### src/rtl/puf_ctrl_pkg.sv
`default_nettype none
// ============================================================================
// Module      : puf_ctrl_pkg
// Description : Shared types and constants for the ring-oscillator PUF
//               challenge sequencer: FSM state encoding, ring-phase flag,
//               default phase lengths and small elaboration-time helpers.
// Revision    : 1.0 - initial release
// ============================================================================
package puf_ctrl_pkg;

  // Sequencer states, explicitly 3 bits wide
  typedef enum logic [2:0] {
    S_IDLE    = 3'd0,
    S_CLEAR   = 3'd1,
    S_SETTLE  = 3'd2,
    S_RUN     = 3'd3,
    S_HOLD    = 3'd4,
    S_CAPTURE = 3'd5,
    S_COMPARE = 3'd6,
    S_DONE    = 3'd7
  } state_t;

  // Which ring of the current response bit is being measured
  typedef enum logic {
    RING_A = 1'b0,
    RING_B = 1'b1
  } ring_t;

  // Default phase lengths in clock cycles
  localparam int c_def_settle_cycles = 4;
  localparam int c_def_window_cycles = 1000;
  localparam int c_def_hold_cycles   = 4;

  // Largest of three values, used to size the shared phase timer
  function automatic int max3(input int a, input int b, input int c);
    int m;
    m = (a > b) ? a : b;
    return (m > c) ? m : c;
  endfunction

  // $clog2 that never returns a zero width
  function automatic int clog2_min1(input int v);
    return (v > 1) ? $clog2(v) : 1;
  endfunction

endpackage
`default_nettype wire

### src/rtl/puf_phase_timer.sv
`default_nettype none
// ============================================================================
// Module      : puf_phase_timer
// Description : Loadable down-counter shared by the SETTLE, RUN and HOLD
//               phases. Loading N-1 yields a phase of exactly N cycles; tc is
//               high while the count sits at zero. The counter stops at zero
//               rather than wrapping.
// Revision    : 1.0 - initial release
// ============================================================================
module puf_phase_timer #(
  parameter int WIDTH = 4
) (
  input  logic             clk,
  input  logic             rst_n,
  input  logic             load,
  input  logic [WIDTH-1:0] load_val,
  output logic             tc
);

  logic [WIDTH-1:0] r_cnt;

  // Reload on phase entry, otherwise count down and park at zero
  always_ff @(posedge clk or negedge rst_n) begin
    if (!rst_n) begin
      r_cnt <= '0;
    end else if (load) begin
      r_cnt <= load_val;
    end else if (r_cnt != '0) begin
      r_cnt <= r_cnt - 1'b1;
    end
  end

  assign tc = (r_cnt == '0);

endmodule
`default_nettype wire

### src/rtl/puf_challenge_sequencer.sv
`default_nettype none
// ============================================================================
// Module      : puf_challenge_sequencer
// Description : Drives the ring-oscillator PUF chain. For each response bit
//               it measures ring A then ring B over a fixed window
//               (CLEAR / SETTLE / RUN / HOLD / CAPTURE), compares the two
//               counts and assembles the response. Optional build macro
//               PUF_TIE_MASK_EN adds a tie_mask output flagging equal counts.
// Revision    : 1.0 - initial release
// ============================================================================
module puf_challenge_sequencer
  import puf_ctrl_pkg::*;
#(
  parameter int SEL_W         = 2,
  parameter int COUNT_W       = 32,
  parameter int RESP_BITS     = 4,
  parameter int SETTLE_CYCLES = c_def_settle_cycles,
  parameter int WINDOW_CYCLES = c_def_window_cycles,
  parameter int HOLD_CYCLES   = c_def_hold_cycles
) (
  input  logic                         clk,
  input  logic                         rst_n,
  input  logic                         start,
  input  logic [2*SEL_W*RESP_BITS-1:0] challenge,
  output logic                         busy,
  output logic                         done,
  output logic [RESP_BITS-1:0]         response,
  output logic [SEL_W-1:0]             mux_sel,
  output logic                         puf_enable,
  output logic                         reset_counter,
`ifdef PUF_TIE_MASK_EN
  output logic [RESP_BITS-1:0]         tie_mask,
`endif
  input  logic [COUNT_W-1:0]           count_in
);

  localparam int c_chal_w = 2 * SEL_W * RESP_BITS;
  localparam int c_idx_w  = clog2_min1(RESP_BITS);
  localparam int c_tmr_w  = clog2_min1(max3(SETTLE_CYCLES, WINDOW_CYCLES, HOLD_CYCLES));

  state_t               r_state;
  state_t               w_next_state;
  ring_t                r_ring;
  logic [c_chal_w-1:0]  r_chal;
  logic [COUNT_W-1:0]   r_count_a;
  logic [COUNT_W-1:0]   r_count_b;
  logic [c_idx_w-1:0]   r_idx;
  logic [RESP_BITS-1:0] r_response;
  logic [SEL_W-1:0]     r_mux_sel;

  logic                 w_tmr_load;
  logic [c_tmr_w-1:0]   w_tmr_load_val;
  logic                 w_tmr_tc;
  logic                 w_last;
  logic [c_idx_w-1:0]   w_next_idx;
  logic [c_chal_w-1:0]  w_chal_b_shift;
  logic [c_chal_w-1:0]  w_chal_next_a_shift;
  logic [SEL_W-1:0]     w_sel_b;
  logic [SEL_W-1:0]     w_sel_next_a;

  // Ring selects: B of the current bit, and A of the following bit
  assign w_last              = (r_idx == c_idx_w'(RESP_BITS - 1));
  assign w_next_idx          = r_idx + 1'b1;
  assign w_chal_b_shift      = r_chal >> (int'(r_idx) * 2 * SEL_W + SEL_W);
  assign w_chal_next_a_shift = r_chal >> (int'(w_next_idx) * 2 * SEL_W);
  assign w_sel_b             = w_chal_b_shift[SEL_W-1:0];
  assign w_sel_next_a        = w_chal_next_a_shift[SEL_W-1:0];

  // State register; async reset drops puf_enable at once via the output decode
  always_ff @(posedge clk or negedge rst_n) begin
    if (!rst_n) begin
      r_state <= S_IDLE;
    end else begin
      r_state <= w_next_state;
    end
  end

  // Next-state decode
  always_comb begin
    w_next_state = r_state;
    case (r_state)
      S_IDLE:    if (start) w_next_state = S_CLEAR;
      S_CLEAR:   w_next_state = S_SETTLE;
      S_SETTLE:  if (w_tmr_tc) w_next_state = S_RUN;
      S_RUN:     if (w_tmr_tc) w_next_state = S_HOLD;
      S_HOLD:    if (w_tmr_tc) w_next_state = S_CAPTURE;
      S_CAPTURE: w_next_state = (r_ring == RING_A) ? S_CLEAR : S_COMPARE;
      S_COMPARE: w_next_state = w_last ? S_DONE : S_CLEAR;
      S_DONE:    w_next_state = S_IDLE;
      default:   w_next_state = S_IDLE;
    endcase
  end

  // Output decode: chain controls and system handshake come straight from state
  always_comb begin
    busy          = 1'b1;
    done          = 1'b0;
    puf_enable    = 1'b0;
    reset_counter = 1'b0;
    case (r_state)
      S_IDLE:  busy = 1'b0;
      S_DONE:  begin busy = 1'b0; done = 1'b1; end
      S_CLEAR: reset_counter = 1'b1;
      S_RUN:   puf_enable = 1'b1;
      default: ;
    endcase
  end

  // Timer is reloaded on every entry into a timed phase with that phase's length
  always_comb begin
    w_tmr_load     = (w_next_state != r_state);
    w_tmr_load_val = '0;
    case (w_next_state)
      S_SETTLE: w_tmr_load_val = c_tmr_w'(SETTLE_CYCLES - 1);
      S_RUN:    w_tmr_load_val = c_tmr_w'(WINDOW_CYCLES - 1);
      S_HOLD:   w_tmr_load_val = c_tmr_w'(HOLD_CYCLES - 1);
      default:  w_tmr_load     = 1'b0;
    endcase
  end

  puf_phase_timer #(
    .WIDTH (c_tmr_w)
  ) u_phase_timer (
    .clk      (clk),
    .rst_n    (rst_n),
    .load     (w_tmr_load),
    .load_val (w_tmr_load_val),
    .tc       (w_tmr_tc)
  );

  // Datapath: latch challenge, steer the mux on CLEAR entry, capture and compare
  always_ff @(posedge clk or negedge rst_n) begin
    if (!rst_n) begin
      r_ring     <= RING_A;
      r_chal     <= '0;
      r_count_a  <= '0;
      r_count_b  <= '0;
      r_idx      <= '0;
      r_response <= '0;
      r_mux_sel  <= '0;
    end else begin
      case (r_state)
        S_IDLE: begin
          if (start) begin
            r_chal     <= challenge;
            r_idx      <= '0;
            r_ring     <= RING_A;
            r_response <= '0;
            r_mux_sel  <= challenge[SEL_W-1:0];
          end
        end
        S_CAPTURE: begin
          if (r_ring == RING_A) begin
            r_count_a <= count_in;
            r_ring    <= RING_B;
            r_mux_sel <= w_sel_b;
          end else begin
            r_count_b <= count_in;
          end
        end
        S_COMPARE: begin
          r_response[r_idx] <= (r_count_a > r_count_b);
          r_ring            <= RING_A;
          if (!w_last) begin
            r_idx     <= w_next_idx;
            r_mux_sel <= w_sel_next_a;
          end
        end
        default: ;
      endcase
    end
  end

  assign response = r_response;
  assign mux_sel  = r_mux_sel;

`ifdef PUF_TIE_MASK_EN
  logic [RESP_BITS-1:0] r_tie_mask;

  // Flag bits whose two counts were equal so firmware can discard them
  always_ff @(posedge clk or negedge rst_n) begin
    if (!rst_n) begin
      r_tie_mask <= '0;
    end else if ((r_state == S_IDLE) && start) begin
      r_tie_mask <= '0;
    end else if (r_state == S_COMPARE) begin
      r_tie_mask[r_idx] <= (r_count_a == r_count_b);
    end
  end

  assign tie_mask = r_tie_mask;
`else
  // Tie tracking is not built; the response path is unchanged.
`endif

endmodule
`default_nettype wire

### config.mk
export PLATFORM = sky130hd
export DESIGN_NAME = puf_challenge_sequencer
export DESIGN_NICKNAME = d
export VERILOG_FILES = /design/src/rtl/puf_ctrl_pkg.sv /design/src/rtl/puf_phase_timer.sv /design/src/rtl/puf_challenge_sequencer.sv
export SDC_FILE = /design/constraint.sdc
export NUM_CORES = 1
export LEC_CHECK = 0
export ABC_AREA = 1
export CORE_MARGIN = 2
export CORE_UTILIZATION = 43
export DETAILED_ROUTE_END_ITERATION = 7
export HOLD_SLACK_MARGIN = 0.15
export SLEW_MARGIN = 20
export SYNTH_ARGS = -nofsm -noshare
export SYNTH_HDL_FRONTEND = slang
export SYNTH_SLANG_ARGS = --single-unit
### constraint.sdc
create_clock -name clk -period 2.16 [get_ports clk]
set_input_delay 0.432 -clock clk [delete_from_list [all_inputs] [get_ports clk]]
set_output_delay 0.432 -clock clk [all_outputs]
set_load 0.01 [all_outputs]
After elaboration in Yosys (flattened, before gate mapping) --
Index checks and enable logic that the tools add are counted.
Word-level totals: bits in registers 102
Operators by class: reduce and logical (&&, ||, !) cells 17, magnitude comparators 3, shift operators 2, bitwise operators 1, $add $sub $neg 3, equality and inequality tests 15, multiplexer cells 29
Operators by type and width (number):
- $gt 32x32->1 | 1
- $pmux 3 s8 | 1
- $mux 10 | 2
- $pmux 10 s2 | 1
- $mux 3 | 6
- $shr 16x4->2 | 1
- $shr 16x5->2 | 1
- $eq 3x3->1 const B | 5
- $eq 3x2->1 const B | 4
- $logic_not 10->1 | 1
- $mux 2 | 5
- $reduce_and 2->1 | 5
- $reduce_bool 10->1 | 1
- $sub 10x1->10 const B | 1
- $pmux 4 s2 | 1
- $mux 1 | 7
- $ne 2x2->1 const B | 3
- $pmux 2 s3 | 1
- $add 4x2->5 const B | 1
- $bwmux 4 | 1
- $mux 4 | 1
- $pmux 2 s2 | 1
- $reduce_and 4->1 | 1
- $reduce_bool 2->1 | 2
- 15 further kinds | 16

Logic depth before layout (Yosys ltp) --
word-level depth 7, gate-level depth with buffers 15, mapped depth without buffers 15

Modules after synthesis --
A second synthesis with hierarchy kept.
Second synthesis, totals: cell total of the unflattened synthesis 677, area, all modules 5652.9 um^2
By module, submodules not included:
- puf_challenge_sequencer | cells each 582, area an instance 4957.3 um^2, instances 1
- puf_phase_timer | cells each 95, area an instance 695.7 um^2, instances 1

Worst setup path after synthesis --
OpenSTA, ideal clock, no wires.
path type reg2reg, from register u_phase_timer.r_cnt[0], to register u_phase_timer.r_cnt[2], cell stages (with the launch flop) 14, required time 2.033 ns, setup time 0.127 ns, arrival 1.600 ns, path buffers 0, setup slack 0.433 ns, clock period less this slack 1.727 ns, cell sequence dfrtp_1 inv_1 ha_1 nand2_1 nor2_4 nand2_4 a21oi_2 nand2_2 nand2_4 nand2_2 nand2_4 nand2_4 nor2_8 a21oi_1
On the way: cells in the longest elaborated chain, start to end 7, elaborated cells between the ends (all ways) 18, those cells by class 1 x add/sub; 4 x eq/ne; 8 x mux; 5 x reduce/logical
RTL lines:
- start, declared | line puf_phase_timer.sv:20 | logic [WIDTH-1:0] r_cnt;
- start signal, assigned | line puf_phase_timer.sv:27 | r_cnt <= load_val;
- start signal, assigned | line puf_phase_timer.sv:29 | r_cnt <= r_cnt - 1'b1;
- $logic_not 10->1 | line puf_phase_timer.sv:33 | assign tc = (r_cnt == '0);
- $mux 3, on equally long branches | line puf_challenge_sequencer.sv:86, puf_challenge_sequencer.sv:84, puf_challenge_sequencer.sv:85
- $pmux 3 s8 | line puf_challenge_sequencer.sv:81 | case (r_state)
- $eq 3x3->1 or $eq 3x2->1 (tied branches) | line puf_challenge_sequencer.sv:113 | case (w_next_state)
- $reduce_or 2->1 (no line) or $reduce_or 3->1 (tied branches)
- $pmux 10 s2 or $mux 1 (tied branches) | line puf_challenge_sequencer.sv:113
- $mux 10 or $reduce_bool 2->1 (tied branches)
Several ways; a longest one is shown, not always the timed one. The select of a mux whose other input is x is not followed. A chain may end at the register's enable or synchronous reset.

Final worst setup path --
from register r_state[1], to output done
On the way: cells in the longest elaborated chain, start to end 2
RTL lines:
- start, declared | line puf_challenge_sequencer.sv:41 | state_t r_state;
- start signal, assigned | line puf_challenge_sequencer.sv:74 | r_state <= w_next_state;
- $eq 3x3->1 | line puf_challenge_sequencer.sv:100 | case (r_state)
- $mux 1 | line puf_challenge_sequencer.sv:100
- end, declared | line puf_challenge_sequencer.sv:26 | output logic done,
Every way passes these cells.

==> out/results.txt <==
Status -> finished clean
Std cell rows -> 40
Post-DP HPWL -> 7.67 mm
Gr ovfl total -> 0
Synthesized flop and latch total -> 102
Clk Latency, worst-skew pair -> 0.34 ns
Clock tree buffer depth -> 2
Core Footprint -> 12000 um^2
Crit-path max FO -> 6
Sequential fraction of the synthesis area -> 0.485
Die Height -> 115 um
R2r startpoint -> u_phase_timer.r_cnt[0]
Simple-Gate Fraction of Synth Area -> 0.213
Layout filler cell count -> 1127
Hold crit path type -> flop to flop
Post-DRT Antenna Nets -> 0
CP endpoint kind -> output pin
Area growth, synth to finish -> 21.4%
Diodes inserted -> 0
CTS Root Cell -> clkbuf_16
Mapped Area -> 5260 um^2
Hold slack -> 0.481 ns
Setup TNS -> 0 ns
Setup crit start -> r_state[1]
Drt drc -> 0
Hold_sp -> r_count_a[3]
Mapped Cells -> 604
Final hold violations -> 0
Rel. slew slack -> 0.639
Net count, final -> 761
Max VDD drop -> 0.000587 V
CTS tree -> done
Vias -> 4038
Count of pins over their slew limit -> 0
Top Ports -> 61
Post-Syn Nets -> 693
Initial core utilization -> 0.440
Placed inst area -> 6050 um^2
Post-synth cell types -> 32
Final setup viols -> 0
Yosys warns -> 0
# port buffers -> 60
Layout cells sized above 1 -> 0.121
Iteration-0 DRC count of the detailed router -> 247
DR pass1 iterations -> 4
Placer Congestion -> 0.842
Largest net degree at the start of global routing -> 55
Mean number of vias per cell -> 4.91
Power Dens Cells -> 1130 nW/um^2
Fin crit period -> 2.03 ns
Largest area contributor in the netlist -> dfrtp_1
Worst Path Arrival -> 1.60 ns
Syn_area_per_cell -> 8.71 um^2
Critical path class -> flop to output pin
Chip Width -> 115 um
Final worst-path cycle share -> 0.939
Max Clock Freq -> 493 MHz
Largest family of logic cells by synthesized area -> simple AND/OR/NAND/NOR gates
RSZ-0062 raised after global routing -> no
Routed wire length -> 10.7 mm
Worst slew pin tran -> 0.541 ns
Synth top area share -> 0.485
Startpoint Class -> flop
Die area -> 13100 um^2
First-pass GRT wire length -> 18.4 mm
GRT Overall Usage -> 0.177
Req. time, crit path -> 1.73 ns
Antenna violations before repair -> 0
Clk sinks -> 102
Tot Pwr -> 0.00725 W
Post-route cell area -> 6390 um^2
XOR/XNOR share of the synthesized area -> 0.0133
H-tree level count -> 3
Worst-path clk slew -> 0.07 ns
Compound-Gate Fraction of Synth Area -> 0.0977
Mux cell area share after synthesis -> 0.0300
Static leakage -> 3.29 nW
Clock buffer count from CTS -> 9
Vias in the first global route -> 3937
Adder-cell share of the synthesized area -> 0.0903
WL/cell -> 13.0 um
Area contributors post-synth -> dfrtp_1 (49%), nand2_1 (11%), ha_1 (9.0%), o21ai_0 (6.1%), inv_1 (5.1%)
Fin Clk Skew -> 0.00589 ns
Max cap viols -> 0
-- cell families (layout without fill, tap and decap cells) --
| logic type | Yosys count | count (layout) |
|---|---|---|
| compound gates | 99 | 99 |
| simple gates | 246 | 246 |
| xor+xnor | 8 | 8 |
| fa+ha+maj | 38 | 38 |
| mux | 14 | 14 |
| buf+inv | 97 | 169 |
| flops | 102 | 102 |
-- metrics by stage --
step | utilization | setup slack [ns] | instances
4_1_cts | 0.531 | 0.00324 | 819
2_1_floorplan | - | 0.433 | 604
3_3_place_gp | 0.506 | 0.325 | 803
5_1_grt | 0.534 | 0.0313 | 823
3_5_place_dp | 0.506 | 0.254 | 803
6_report | 0.534 | 0.131 | 823
-- synth_stat cells (all sizes together) --
cell type and instances:
nand2 173, o31ai 1, clkinv 1, o21a 1, nor2 34, nand3 26, buf 7, a41oi 2
or2 1, a21oi 29, xnor2 2, clkbuf 10, nor3 4, nand4 8, inv 79, o22ai 2
xor2 6, dfrtp 102, ha 38, o21ai 64, mux2 14
-- state kept, by name, indices dropped and copies added (netlist names) --
register             cells
response                 4
r_count_a               32
r_ring                   1
r_idx                    2
u_phase_timer.r_cnt     10
r_chal                  16
mux_sel                  2
r_count_b               32
r_state                  3
-- path summary, 6_finish.rpt --
| path | endpoint | slack (ns) | depth (start not counted) |
|---|---|---|---|
| setup / recovery | done | 0.13 | 3 |
| min in group asynchronous | r_count_b[28] | 0.60 | 2 |
| setup reg to reg | u_phase_timer.r_cnt[2] | 0.25 | 13 |
| hold reg to reg | r_count_a[3] | 0.48 | 2 |
| max in group asynchronous | r_state[1] | 0.86 | 3 |
| hold / removal | r_count_a[3] | 0.48 | 2 |
-- layer usage --
| metal | wire [um] | global-route usage | up-vias |
|---|---|---|---|
| li1 | - | - | 2075 |
| met3 | 470 | 0.0482 | 4 |
| met5 | 0 | 0 | - |
| met2 | 5180 | 0.299 | 74 |
| met4 | 57 | 0.0463 | 0 |
| met1 | 5000 | 0.226 | 1885 |
-- repair_timing --
action	in CTS	in global routing
buffers inserted	0	4
hold buffers	1	0
gates resized for setup	2	5
gates cloned	0	0
endpoints found under the setup margin	4	4
pin swaps	0	0
hold endpoints to repair	37	0
-- critical path, stage by stage (launching register included) --
cell,delay [ns]
dfrtp_2,0.44
nand2_1,0.12
nor2_1,0.14
clkdlybuf4s50_1,0.56
-- layout make-up --
| class | count | area [um^2] | area share |
|---|---|---|---|
| Clock buffer | 11 | 253 | 0.0396 |
| Clock inverter | 4 | 32.5 | 0.00509 |
| Inverter | 80 | 300 | 0.0470 |
| Multi-Input combinational cell | 405 | 2340 | 0.366 |
| Sequential cell | 102 | 2560 | 0.400 |
| Tap cell | 147 | 184 | 0.0288 |
| Timing Repair Buffer | 74 | 726 | 0.114 |
-- report_power, final --
group          switching [W]  internal, W  leakage, nW
Clock               0.000701     0.000842        0.134
Combinational        0.00167      0.00122         2.11
Sequential          0.000344      0.00248         1.05
Total                0.00271      0.00454         3.29
-- cells in the final DEF (no fill, tap or decap), types with 4 or more instances in the layout --
cell	Yosys	layout
a21oi_1	28	28
buf_4	2	13
clkbuf_16	0	9
clkdlybuf4s50_1	0	56
dfrtp_1	102	99
ha_1	38	38
inv_1	72	72
inv_2	7	7
mux2_2	14	14
nand2_1	158	158
nand2_2	11	11
nand2_4	4	4
nand3_1	25	25
nand4_1	7	7
nor2_1	24	23
nor2_2	5	6
nor2_4	4	4
nor3_1	4	4
o21ai_0	64	64
xor2_1	6	6
(Power assumes the default switching activity.)
